$ cat src/rtl/pipeline_hazard_ctrl_if.sv
// Hazard-controller bundle: ID/EX hazard sources and memory status in,
// pipeline register enables and controller status out.
interface pipeline_hazard_ctrl_if #(
  parameter int unsigned CNT_W = 16
);
  logic [4:0]       id_rs;
  logic [4:0]       id_rt;
  logic             id_uses_rt;
  logic             ex_mem_read;
  logic [4:0]       ex_rt;
  logic             branch_taken;
  logic             mem_busy;
  logic             pc_write;
  logic             if_id_write;
  logic             if_id_flush;
  logic             id_exe_bubble;
  logic             id_exe_hold;
  logic             ex_mem_hold;
  logic             error;
  logic [1:0]       state;
  logic [CNT_W-1:0] stall_count;

  modport master (
    output id_rs, id_rt, id_uses_rt, ex_mem_read, ex_rt, branch_taken, mem_busy,
    input  pc_write, if_id_write, if_id_flush, id_exe_bubble, id_exe_hold,
           ex_mem_hold, error, state, stall_count
  );

  modport slave (
    input  id_rs, id_rt, id_uses_rt, ex_mem_read, ex_rt, branch_taken, mem_busy,
    output pc_write, if_id_write, if_id_flush, id_exe_bubble, id_exe_hold,
           ex_mem_hold, error, state, stall_count
  );
endinterface

$ cat src/rtl/pipeline_hazard_ctrl.sv
// Hazard/stall controller for the 5-stage MIPS pipeline: load-use bubbles,
// taken-branch flushes, data-memory freeze with timeout, stall-cycle counter.
module pipeline_hazard_ctrl #(
  parameter int unsigned FLUSH_CYCLES = 2,
  parameter int unsigned MAX_WAIT     = 15,
  parameter int unsigned CNT_W        = 16
) (
  input  logic                  clk,
  input  logic                  reset,
  pipeline_hazard_ctrl_if.slave hz
);

  typedef enum logic [1:0] {
    RUN        = 2'b00,
    LOAD_STALL = 2'b01,
    FLUSH      = 2'b10,
    MEM_WAIT   = 2'b11
  } state_t;

  state_t           state, state_n, ret, ret_n;
  logic [7:0]       flush_cnt, flush_n, wait_cnt, wait_n;
  logic             error, error_n;
  logic [CNT_W-1:0] stall_cnt;

  logic busy, load_use, freeze, flush, lstall;
  logic pc_write, if_id_write, if_id_flush, bubble, hold;

  always_comb begin
    // Once the timeout has fired the memory is treated as ready, so the
    // pipeline stays released until reset.
    busy     = hz.mem_busy && !error;
    load_use = hz.ex_mem_read && (hz.ex_rt != 5'd0) &&
               ((hz.ex_rt == hz.id_rs) || (hz.id_uses_rt && (hz.ex_rt == hz.id_rt)));

    freeze  = 1'b0;
    flush   = 1'b0;
    lstall  = 1'b0;
    state_n = state;
    ret_n   = ret;
    flush_n = flush_cnt;
    wait_n  = wait_cnt;
    error_n = error;

    case (state)
      RUN, LOAD_STALL: begin
        if (busy) begin
          freeze  = 1'b1;
          wait_n  = 8'd1;
          ret_n   = RUN;
          state_n = MEM_WAIT;
        end else if ((state == RUN) && hz.branch_taken) begin
          flush = 1'b1;
          if (FLUSH_CYCLES > 1) begin
            state_n = FLUSH;
            flush_n = 8'(FLUSH_CYCLES - 1);
          end else begin
            state_n = RUN;
          end
        end else if ((state == RUN) && load_use) begin
          lstall  = 1'b1;
          state_n = LOAD_STALL;
        end else begin
          state_n = RUN;
        end
      end
      FLUSH: begin
        if (busy) begin
          freeze  = 1'b1;
          wait_n  = 8'd1;
          ret_n   = FLUSH;
          state_n = MEM_WAIT;
        end else begin
          flush = 1'b1;
          if (flush_cnt <= 8'd1) begin
            flush_n = '0;
            state_n = RUN;
          end else begin
            flush_n = flush_cnt - 8'd1;
          end
        end
      end
      MEM_WAIT: begin
        if (!busy) begin
          state_n = ret;
        end else begin
          freeze = 1'b1;
          wait_n = wait_cnt + 8'd1;
          // wait_cnt counts busy cycles including the entry cycle.
          if (wait_n >= 8'(MAX_WAIT)) begin
            error_n = 1'b1;
            state_n = RUN;
          end
        end
      end
      default: state_n = RUN;
    endcase

    pc_write    = !(freeze || lstall);
    if_id_write = !(freeze || lstall);
    if_id_flush = flush;
    bubble      = flush || lstall;
    hold        = freeze;
    if (reset) begin
      pc_write    = 1'b0;
      if_id_write = 1'b0;
      if_id_flush = 1'b1;
      bubble      = 1'b1;
      hold        = 1'b0;
    end
  end

  always_ff @(posedge clk or posedge reset) begin
    if (reset) begin
      state     <= RUN;
      ret       <= RUN;
      flush_cnt <= '0;
      wait_cnt  <= '0;
      error     <= 1'b0;
      stall_cnt <= '0;
    end else begin
      state     <= state_n;
      ret       <= ret_n;
      flush_cnt <= flush_n;
      wait_cnt  <= wait_n;
      error     <= error_n;
      if ((!pc_write || bubble) && (stall_cnt != '1))
        stall_cnt <= stall_cnt + 1'b1;
    end
  end

  assign hz.pc_write      = pc_write;
  assign hz.if_id_write   = if_id_write;
  assign hz.if_id_flush   = if_id_flush;
  assign hz.id_exe_bubble = bubble;
  assign hz.id_exe_hold   = hold;
  assign hz.ex_mem_hold   = hold;
  assign hz.error         = error;
  assign hz.state         = state;
  assign hz.stall_count   = stall_cnt;

endmodule
$ cat src/flat_wrapper.sv
// flat-port wrapper written by rule: the top's interface ports become plain ports
module pipeline_hazard_ctrl_flat 
#(
  parameter int unsigned FLUSH_CYCLES = 2,
  parameter int unsigned MAX_WAIT     = 15,
  parameter int unsigned CNT_W        = 16
)
  (clk, reset, hz_id_rs, hz_id_rt, hz_id_uses_rt, hz_ex_mem_read, hz_ex_rt, hz_branch_taken, hz_mem_busy, hz_pc_write, hz_if_id_write, hz_if_id_flush, hz_id_exe_bubble, hz_id_exe_hold, hz_ex_mem_hold, hz_error, hz_state, hz_stall_count);
  pipeline_hazard_ctrl_if #(.CNT_W(CNT_W)) hz_i ();
  input  logic clk;
  input  logic reset;
  input wire logic [$bits(hz_i.id_rs)-1:0] hz_id_rs;
  input wire logic [$bits(hz_i.id_rt)-1:0] hz_id_rt;
  input wire logic [$bits(hz_i.id_uses_rt)-1:0] hz_id_uses_rt;
  input wire logic [$bits(hz_i.ex_mem_read)-1:0] hz_ex_mem_read;
  input wire logic [$bits(hz_i.ex_rt)-1:0] hz_ex_rt;
  input wire logic [$bits(hz_i.branch_taken)-1:0] hz_branch_taken;
  input wire logic [$bits(hz_i.mem_busy)-1:0] hz_mem_busy;
  output wire logic [$bits(hz_i.pc_write)-1:0] hz_pc_write;
  output wire logic [$bits(hz_i.if_id_write)-1:0] hz_if_id_write;
  output wire logic [$bits(hz_i.if_id_flush)-1:0] hz_if_id_flush;
  output wire logic [$bits(hz_i.id_exe_bubble)-1:0] hz_id_exe_bubble;
  output wire logic [$bits(hz_i.id_exe_hold)-1:0] hz_id_exe_hold;
  output wire logic [$bits(hz_i.ex_mem_hold)-1:0] hz_ex_mem_hold;
  output wire logic [$bits(hz_i.error)-1:0] hz_error;
  output wire logic [$bits(hz_i.state)-1:0] hz_state;
  output wire logic [$bits(hz_i.stall_count)-1:0] hz_stall_count;
  assign hz_i.id_rs = hz_id_rs;
  assign hz_i.id_rt = hz_id_rt;
  assign hz_i.id_uses_rt = hz_id_uses_rt;
  assign hz_i.ex_mem_read = hz_ex_mem_read;
  assign hz_i.ex_rt = hz_ex_rt;
  assign hz_i.branch_taken = hz_branch_taken;
  assign hz_i.mem_busy = hz_mem_busy;
  assign hz_pc_write = hz_i.pc_write;
  assign hz_if_id_write = hz_i.if_id_write;
  assign hz_if_id_flush = hz_i.if_id_flush;
  assign hz_id_exe_bubble = hz_i.id_exe_bubble;
  assign hz_id_exe_hold = hz_i.id_exe_hold;
  assign hz_ex_mem_hold = hz_i.ex_mem_hold;
  assign hz_error = hz_i.error;
  assign hz_state = hz_i.state;
  assign hz_stall_count = hz_i.stall_count;
  pipeline_hazard_ctrl #(.FLUSH_CYCLES(FLUSH_CYCLES), .MAX_WAIT(MAX_WAIT), .CNT_W(CNT_W)) u_core (.clk(clk), .reset(reset), .hz(hz_i));
endmodule
$ cat config.mk
export PLATFORM = sky130hd
export DESIGN_NAME = pipeline_hazard_ctrl_flat
export DESIGN_NICKNAME = d
export VERILOG_FILES = /design/src/rtl/pipeline_hazard_ctrl_if.sv /design/src/rtl/pipeline_hazard_ctrl.sv /design/src/flat_wrapper.sv
export SDC_FILE = /design/constraint.sdc
export NUM_CORES = 1
export LEC_CHECK = 0
export BUFFER_PORTS_ARGS = -buffer_cell sky130_fd_sc_hd__clkbuf_2
export CAP_MARGIN = 20
export CORE_MARGIN = 4
export CORE_UTILIZATION = 56
export CTS_BUF_LIST = sky130_fd_sc_hd__clkbuf_4
export DETAILED_ROUTE_END_ITERATION = 12
export GPL_TIMING_DRIVEN = 0
export PLACE_DENSITY = 0.82
export SETUP_SLACK_MARGIN = 0.02
export SLEW_MARGIN = 10
export SYNTH_ARGS = -nofsm -noshare
export SYNTH_HDL_FRONTEND = slang
export SYNTH_SLANG_ARGS = --single-unit
$ cat constraint.sdc
create_clock -name clk -period 2.6 [get_ports clk]
set_input_delay 0.13 -clock clk [delete_from_list [all_inputs] [get_ports clk]]
set_output_delay 0.13 -clock clk [all_outputs]
set_load 0.01 [all_outputs]
Yosys cells after proc, flatten, opt, wreduce, memory -nomap -nowiden
Index checks and enable logic that the tools add are counted.
Widths: inputs -> output; s select.
{"block": "classes", "n_eq_ne": 15, "n_mux": 33, "n_lt_le_gt_ge": 2, "n_reduce_logical": 25, "n_addsub": 3}
{"operator": "$mux 8", "count": 6}
{"operator": "$pmux 8 s2", "count": 2}
{"operator": "$add 16x1->16 const B", "count": 1}
{"operator": "$mux 2", "count": 8}
{"operator": "$ne 16x16->1 const B", "count": 1}
{"operator": "$mux 1", "count": 14}
{"operator": "$eq 5x5->1", "count": 2}
{"operator": "$ne 2x1->1 const B", "count": 5}
{"operator": "$add 8x1->8 const B", "count": 1}
{"operator": "$ge 8x4->1 const B", "count": 1}
{"operator": "$le 8x1->1 const B", "count": 1}
{"operator": "$sub 8x1->8 const B", "count": 1}
{"operator": "$logic_and 1x1->1", "count": 7}
{"operator": "$pmux 2 s3", "count": 1}
{"operator": "$reduce_and 3->1", "count": 2}
{"operator": "$reduce_bool 5->1", "count": 1}
{"operator": "$eq 2x2->1 const B", "count": 2}
{"operator": "$logic_or 1x1->1", "count": 4}
{"operator": "$ne 2x2->1 const B", "count": 2}
{"operator": "$pmux 2 s2", "count": 1}
{"operator": "$reduce_and 2->1", "count": 2}
{"operator": "$reduce_and 4->1", "count": 1}
{"operator": "$reduce_or 4->1", "count": 1}
{"operator": "$logic_not 1->1", "count": 3}
{"operator": "other kinds (8)", "count": 8}
{"block": "totals", "ff_bits": 37, "input_bits": 21, "wordCells": 84, "out_inout_bits": 25}

Longest topological paths before layout
Gate-level depths: netlist of the first run.
{"block": "logic_depth", "depth_word": 15, "mapped_depth": 7, "ltp_nobuf": 7}

Least setup slack after synthesis of the first run
OpenSTA, ideal clock, no wires.
{"block": "synth_path", "path_kind": "flip-flop to flip-flop", "startpoint": "register u_core.state[0], in the netlist u_core.hz.state[0]", "endpoint": "register u_core.stall_cnt[7], in the netlist u_core.hz.stall_count[7]", "setup_time_ps": 79, "path_buffers": 1, "t_arrival_ps": 1900, "path_slack_ps": 621, "synth_period_minus_slack_ps": 1979, "required_ps": 2521, "path_stages_with_launch": 7, "cell_sequence": "dfrtp_1 or4b_1 a21oi_2 a2111oi_2 buf_4 nor4_1 xor2_1"}
{"block": "synth_via", "elab_chain_cells": 12, "word_cells_on_any_way": 21, "cone_classes": "eq/ne: 2; mux: 9; reduce/logical: 10"}
{"element": "from (decl)", "line_no": "pipeline_hazard_ctrl.sv:20", "source": "state_t state, state_n, ret, ret_n;"}
{"element": "from (signal assigned)", "line_no": "pipeline_hazard_ctrl.sv:121", "source": "state <= state_n;"}
{"element": "$logic_not 2->1", "line_no": "pipeline_hazard_ctrl.sv:44, pipeline_hazard_ctrl.sv:51, pipeline_hazard_ctrl.sv:59"}
{"element": "$logic_and 1x1->1", "line_no": "pipeline_hazard_ctrl.sv:59", "source": "end else if ((state == RUN) && load_use) begin"}
{"element": "$mux 1", "line_no": "pipeline_hazard_ctrl.sv:59"}
{"element": "$mux 1", "line_no": "pipeline_hazard_ctrl.sv:51", "source": "end else if ((state == RUN) && hz.branch_taken) begin"}
{"element": "$mux 1", "line_no": "pipeline_hazard_ctrl.sv:46", "source": "if (busy) begin"}
{"element": "$mux 1", "line_no": "pipeline_hazard_ctrl.sv:44", "source": "case (state)"}
{"element": "$logic_or 1x1->1", "line_no": "pipeline_hazard_ctrl.sv:98", "source": "pc_write = !(freeze || lstall);"}
{"element": "$logic_not 1->1", "line_no": "pipeline_hazard_ctrl.sv:98"}
{"element": "$mux 1", "line_no": "pipeline_hazard_ctrl.sv:103", "source": "if (reset) begin"}
{"element": "$logic_not 1->1", "line_no": "pipeline_hazard_ctrl.sv:126", "source": "if ((!pc_write || bubble) && (stall_cnt != '1))"}
{"element": "$logic_or 1x1->1 *", "line_no": "pipeline_hazard_ctrl.sv:126"}
{"element": "$logic_and 1x1->1 *", "line_no": "pipeline_hazard_ctrl.sv:126"}
{"element": "to (signal assigned)", "line_no": "pipeline_hazard_ctrl.sv:127", "source": "stall_cnt <= stall_cnt + 1'b1;"}
{"element": "to (decl)", "line_no": "pipeline_hazard_ctrl.sv:23", "source": "logic [CNT_W-1:0] stall_cnt;"}
Mark *: on every way between the ends. The rest lies on a longest branch, timed or not.
A chain may end at the register's enable or synchronous reset.

Worst setup path in the final report of the first run
{"block": "layout_path", "startpoint": "register u_core.state[0], in the netlist u_core.hz.state[0]", "endpoint": "output port hz_id_exe_bubble"}
{"block": "layout_via", "elab_chain_cells": 8, "word_cells_on_any_way": 15, "cone_classes": "eq/ne: 2; mux: 8; reduce/logical: 5"}
{"element": "$logic_not 2->1", "line_no": "pipeline_hazard_ctrl.sv:44, pipeline_hazard_ctrl.sv:51, pipeline_hazard_ctrl.sv:59"}
{"element": "$logic_and 1x1->1", "line_no": "pipeline_hazard_ctrl.sv:59"}
{"element": "$mux 1", "line_no": "pipeline_hazard_ctrl.sv:59"}
{"element": "$mux 1", "line_no": "pipeline_hazard_ctrl.sv:51"}
{"element": "$mux 1", "line_no": "pipeline_hazard_ctrl.sv:46"}
{"element": "$mux 1", "line_no": "pipeline_hazard_ctrl.sv:44"}
{"element": "$logic_or 1x1->1 *", "line_no": "pipeline_hazard_ctrl.sv:101", "source": "bubble = flush || lstall;"}
{"element": "$mux 1 *", "line_no": "pipeline_hazard_ctrl.sv:103"}
{"element": "to (decl)", "line_no": "flat_wrapper.sv:22", "source": "output wire logic [$bits(hz_i.id_exe_bubble)-1:0] hz_id_exe_bubble;"}
Marks and branches as above.

==> results of run 1 <==
-- cell usage after synthesis (all sizes together), types with 2 or more instances --
cell     n  share of area
a21o     2         0.0072
a21oi    6          0.016
and2     3         0.0090
and3     4          0.012
buf      3          0.011
clkbuf   3         0.0054
dfrtp   36           0.43
ha       5          0.030
inv      5         0.0090
mux2     2          0.011
nand2   32          0.057
nand2b   4          0.012
nand3    9          0.022
nand3b   4          0.014
nand4    4          0.012
nor2    17          0.030
nor2b    2         0.0060
nor3     5          0.012
nor4     9          0.034
o211ai   2         0.0072
o21ai   17          0.041
o22ai    3         0.0090
o31ai    2         0.0072
xnor2   16          0.067
xor2    13          0.054
-- worst register-to-register path: cells and delay by family (launching register included) --
family | cells | cell delay [ps]
and+or+nand+nor | 2 | 970
DFF | 1 | 500
AOI/OAI and AO/OA | 2 | 300
buffers and inverters | 1 | 210
xor gates and xnor gates | 1 | 210
-- stage by stage --
step | total power [mW] | utilization | instances
2_1_floorplan | 1.47 | - | 225
3_3_place_gp | 1.72 | 0.685 | 316
3_5_place_dp | 1.76 | 0.685 | 316
4_1_cts | 2.06 | 0.704 | 325
5_1_grt | 2.24 | 0.704 | 325
6_report | 2.04 | 0.704 | 325
-- timing repair --
action / CTS / global route
hold buffers: 1 / 0
hold endpoints to repair: 36 / 0
gates resized for setup: 0 / 0
-- power by group --
part,total [mW],switching [mW],internal (mW)
Clock,0.295,0.192,0.104
Sequential,0.924,0.204,0.720
Combinational,0.824,0.466,0.358
Total,2.04,0.862,1.18
-- registers in the layout, indices dropped and copies added (netlist names) --
register and cells:
u_core.flush_cnt 8, u_core.hz.error 1, u_core.hz.stall_count 16, u_core.hz.state 2, u_core.ret 1, u_core.wait_cnt 8
-- final timing paths --
check	from	end	slack (ps)
setup reg to reg	u_core.hz.state[0]	u_core.hz.stall_count[7]	350
hold / removal	hz_branch_taken	u_core.hz.state[1]	230
min in group asynchronous	reset	u_core.ret[1]	510
max in group asynchronous	reset	u_core.wait_cnt[0]	1600
setup / recovery	u_core.hz.state[0]	hz_id_exe_bubble	280
hold reg to reg	u_core.hz.stall_count[9]	u_core.hz.stall_count[9]	500
-- metal layers --
metal	track usage	vias to the layer above	share of wire
met5	0	-	0
met4	0.0954	0	0.015
met3	0.0567	9	0.069
met2	0.324	62	0.46
met1	0.289	862	0.46
li1	-	911	-
-- layout make-up --
| class | count | share of cell area |
|---|---|---|
| Inverter | 5 | 0.00768 |
| Clock inverter | 3 | 0.00768 |
| Tap cell | 46 | 0.0236 |
| Clock buffer | 5 | 0.0154 |
| Buffer | 6 | 0.0138 |
| Multi-Input combinational cell | 178 | 0.467 |
| Sequential cell | 36 | 0.369 |
| Timing Repair Buffer | 46 | 0.0963 |
-- kinds of logic (layout without fill, tap and decap cells) --
family | count (synthesis) | in the layout | synth area share
AOI/OAI and AO/OA | 42 | 42 | 0.133
xor gates and xnor gates | 29 | 29 | 0.121
adders and majority gates | 5 | 5 | 0.0299
buffers and inverters | 11 | 65 | 0.0251
DFF | 36 | 36 | 0.430
muxes | 3 | 3 | 0.0155
and+or+nand+nor | 99 | 99 | 0.245
==> flow_metrics.py, run 1 <==
metrics = {
    "clock_network": {
        "cts_buffers": 5,
        "root_buffer": "clkbuf_4",
        "clock_tree.buffer_depth": 2,
        "cts_setup_buffers": 0,
        "cts.sinks": 36,
        "cts_tree": "built",
        "insertion_delay_ps": 350,
        "clk_pin_slew_ps": 100,
        "cts_max_level": 2,
    },
    "place": {
        "pre_cts_slack_ps": 362,
        "port_buffers": 45,
        "hpwl_microns": 3440,
        "gp_congestion": 0.849,
        "place_area_sq_mm": 0.00238,
    },
    "power": {
        "p_leak_nw": 1.10,
        "power-per-cell-area_mw_per_mm2": 837,
        "vdd_ir_drop_max_v": 0.000524,
    },
    "route": {
        "drc": 0,
        "drtIter0Drc": 97,
        "dr.pass1.iters": 4,
        "wl_per_cell_microns": 14.0,
        "drt.antenna.violating_nets": 0,
        "dr_total_vias": 1844,
        "wl_microns": 4550,
        "viasPerCell": 5.67,
    },
    "layout": {
        "drive_gt1_frac": 0.226,
        "nNetsFinal": 304,
        "area_growth_syn_to_layout_pct": 16.7,
        "final_area_sq_mm": 0.00244,
        "multiInputGateArea_sq_mm": 0.00114,
        "nFillCells": 279,
        "antenna_cells": 0,
        "final_cell_mix": "clkbuf_2 (45), dfrtp_1 (36), nand2_1 (32), nor2_1 (17), o21ai_0 (17)",
        "regArea_sq_um": 901,
        "final_common_cell": "clkbuf_2",
    },
    "grt": {
        "grt_pass1_vias": 1903,
        "grt_overflow": 0,
        "antenna_found_initial": 0,
        "grt_max_degree": 40,
        "grt_pass1_wl_microns": 8510,
        "track_usage": 0.215,
    },
    "synth": {
        "synth_edf_count": 0,
        "synth-main-ff-cell": "dfrtp_1",
        "async_flop_share": 1.00,
        "ys_seq_area_frac": 0.430,
        "synth_seq_cells": 36,
        "yosysWarnings": 0,
        "synth_area_sq_mm": 0.00209,
        "syn-num-nets": 251,
        "syn_avg_cell_area_sq_um": 9.30,
        "yosysUniqueCellTypes": 44,
        "postSynthCellCount": 225,
    },
    "setup_path": {
        "cp_slowest_stage_delay_ps": 580,
        "path_cells": "or4b_1 > a21oi_2 > nand2_1 > o311ai_0 > clkbuf_2",
        "cp.required_ps": 2470,
        "critical_path_depth": 5,
        "cpMaxStageDelayCell": "or4b_1",
        "cp-end-kind": "output pin",
        "startpoint_type": "register",
        "crit_arrival_ps": 2190,
        "critical_path_buf_inv_count": 1,
        "cp_max_fo": 9,
        "critPathTopFamily": "simple AND/OR/NAND/NOR gates",
        "r2r_cells": 6,
        "criticalPathCategory": "reg -> out",
    },
    "status": {
        "status": "completed",
    },
    "timing": {
        "fmax_mhz": 430,
        "maxSlewHeadroom": 0.489,
        "holdWs_ps": 233,
        "worst_slew_pin_slew_ps": 766,
        "timing.final.crit_share": 0.894,
        "rsz0062_at_grt": "false",
        "worst_slack_ps": 276,
        "hold_violations": 0,
        "slew_violations": 0,
        "setup_violations": 0,
        "worst_clock_skew_ps": 10.8,
        "finalCriticalPeriod_ps": 2320,
        "tns_ps": 0,
    },
    "min_path": {
        "min_path_cells": 5,
        "hold_class": "in -> reg",
    },
    "die": {
        "die_area_sq_mm": 0.00478,
        "rows": 21,
        "fp.dieW_microns": 69.1,
        "fp.dieH_microns": 69.1,
        "ios": 46,
        "core_sq_mm": 0.00347,
        "start_util": 0.604,
    },
    "job": {
        "maxCapViolCount": 0,
    },
}
No activity file was read; power rests on OpenSTA's default activity.
==> run 2: changes to the inputs <==
==> constraint.sdc (replaced) <==
create_clock -name clk -period 2.6 [get_ports clk]
set_input_delay 0.39 -clock clk [delete_from_list [all_inputs] [get_ports clk]]
set_output_delay 0.39 -clock clk [all_outputs]
set_load 0.01 [all_outputs]
==> flow_metrics.py, run 2 (synthesis gave the netlist of run 1 again) <==
metrics = {
    "grt": {
        "track_usage": 0.214,
        "grt_pass1_wl_microns": 8500,
        "grt_max_degree": 40,
        "grt_pass1_vias": 1900,
        "grt_overflow": 0,
        "antenna_found_initial": 0,
    },
    "power": {
        "power.switching_mw": 0.862,
        "switching_share": 0.420,
        "p_leak_nw": 1.10,
        "share_comb_of_total_power": 0.408,
        "power-per-cell-area_mw_per_mm2": 839,
        "seqPwrFrac": 0.449,
        "power_frac_clock": 0.144,
        "intPower_mw": 1.19,
        "vdd_ir_drop_max_v": 0.000525,
    },
    "timing": {
        "timing.final.crit_share": 0.948,
        "fmax_mhz": 406,
        "worst_clock_skew_ps": 11.4,
        "hold_violations": 0,
        "maxSlewHeadroom": 0.487,
        "worst_slack_ps": 136,
        "slew_violations": 0,
        "rsz0062_at_grt": "false",
        "holdWs_ps": 207,
        "finalCriticalPeriod_ps": 2460,
        "tns_ps": 0,
        "setup_violations": 0,
        "worst_slew_pin_slew_ps": 768,
    },
    "setup_path": {
        "timing.rr.start": "u_core.hz.state[1]",
        "timing.reg2reg.setup_slack_ps": 410,
        "crit_arrival_ps": 2070,
        "startpoint_type": "register",
        "worstReg2RegEnd": "u_core.hz.stall_count[7]",
        "cp.required_ps": 2210,
        "criticalPathCategory": "reg -> out",
        "r2r_cells": 6,
        "cp_max_fo": 9,
        "cp-end-kind": "output pin",
    },
    "layout": {
        "drive_gt1_frac": 0.239,
        "largest_reg_flops": 16,
        "area_growth_syn_to_layout_pct": 17.0,
        "final_common_cell": "clkbuf_2",
        "nNetsFinal": 305,
        "antenna_cells": 0,
        "final_cell_mix": "clkbuf_2 (45), dfrtp_1 (34), nand2_1 (32), nor2_1 (17), o21ai_0 (17)",
    },
    "clock_network": {
        "cts_max_level": 2,
        "cts_tree": "built",
        "clk_pin_slew_ps": 120,
        "clock_tree.buffer_depth": 2,
        "cts_buffers": 5,
        "insertion_delay_ps": 350,
        "cts.sinks": 36,
        "hold_buffers": 0,
        "root_buffer": "clkbuf_4",
    },
    "die": {
        "fp.dieW_microns": 69.1,
        "die_area_sq_mm": 0.00478,
        "start_util": 0.604,
        "ios": 46,
        "fp.dieH_microns": 69.1,
        "core_sq_mm": 0.00347,
        "rows": 21,
    },
    "place": {
        "pre_cts_slack_ps": 328,
        "port_buffers": 45,
        "hpwl_microns": 3440,
        "gp_congestion": 0.849,
    },
    "route": {
        "drc": 0,
        "drt.antenna.violating_nets": 0,
        "dr.pass1.iters": 4,
        "dr_total_vias": 1852,
        "drtIter0Drc": 121,
        "wl_per_cell_microns": 13.9,
        "wl_microns": 4520,
        "viasPerCell": 5.68,
    },
    "status": {
        "status": "completed",
    },
    "min_path": {
        "hold_class": "in -> async",
    },
    "job": {
        "maxCapViolCount": 0,
    },
}
run 2: cell types whose count changed in the layout (fill, tap and decap cells not counted), sizes merged:
cell / delta
buf: +2
dlygate4sd3: -1
run 2: power by group through the flow:
stage	Clock [mW]	Sequential, mW	Combinational, mW
final	0.296	0.922	0.837
after CTS	0.307	0.919	0.832
after floorplan	0	0.934	0.540
after global placement	0	0.922	0.795
after detailed placement	0	0.931	0.825
after global routing	0.340	0.954	0.960
run 2: how the worst max path moves through the flow:
stage / from / end / slack, ps / cells after the start
finish: u_core.hz.state[1] / hz_pc_write / 140 / 6
floorplan: u_core.hz.state[0] / hz_id_exe_bubble / 470 / 4
detailed placement: hz_ex_rt[1] / u_core.hz.stall_count[7] / 330 / 7
CTS: u_core.hz.state[0] / hz_id_exe_bubble / 30 / 5
global placement: reset / hz_id_exe_bubble / 50 / 4
global route: u_core.hz.state[1] / hz_pc_write / 40 / 6
run 2: through the flow:
| stage | util | instances | area, sq um | total power [mW] |
|---|---|---|---|---|
| 2_1_floorplan | - | 225 | 2090 | 1.47 |
| 3_3_place_gp | 0.685 | 316 | 2380 | 1.72 |
| 3_5_place_dp | 0.685 | 316 | 2380 | 1.76 |
| 4_1_cts | 0.701 | 324 | 2430 | 2.06 |
| 5_1_grt | 0.706 | 326 | 2450 | 2.25 |
| 6_report | 0.706 | 326 | 2450 | 2.05 |
run 2: critical path, cell delays in order, from the launching register on:
cell and delay [ps]:
dfrtp_2 470, or4b_1 540, a21oi_2 150, nand2_1 110, and3_1 210, buf_4 130, clkbuf_2 120
run 2: final cells by class:
cell class,instances,area [sq um]
Tap cell,46,57.6
Inverter,5,18.8
Sequential cell,36,903
Multi-Input combinational cell,178,1140
Fill cell,277,1020
Clock buffer,5,37.5
Timing Repair Buffer,47,240
Clock inverter,3,18.8
Buffer,6,33.8
run 2: per-layer routing:
metal | vias to the layer above | wire, microns | track usage
met5 | - | 0 | 0
met4 | 0 | 67 | 0.0954
met3 | 9 | 318 | 0.0567
met2 | 60 | 2080 | 0.324
met1 | 869 | 2050 | 0.288
li1 | 914 | - | -
run 2: what timing repair did:
action | in CTS | in global routing
endpoints found under the setup margin | 0 | 2
hold endpoints to repair | 0 | 0
buffers inserted | 0 | 2
gates resized for setup | 0 | 3
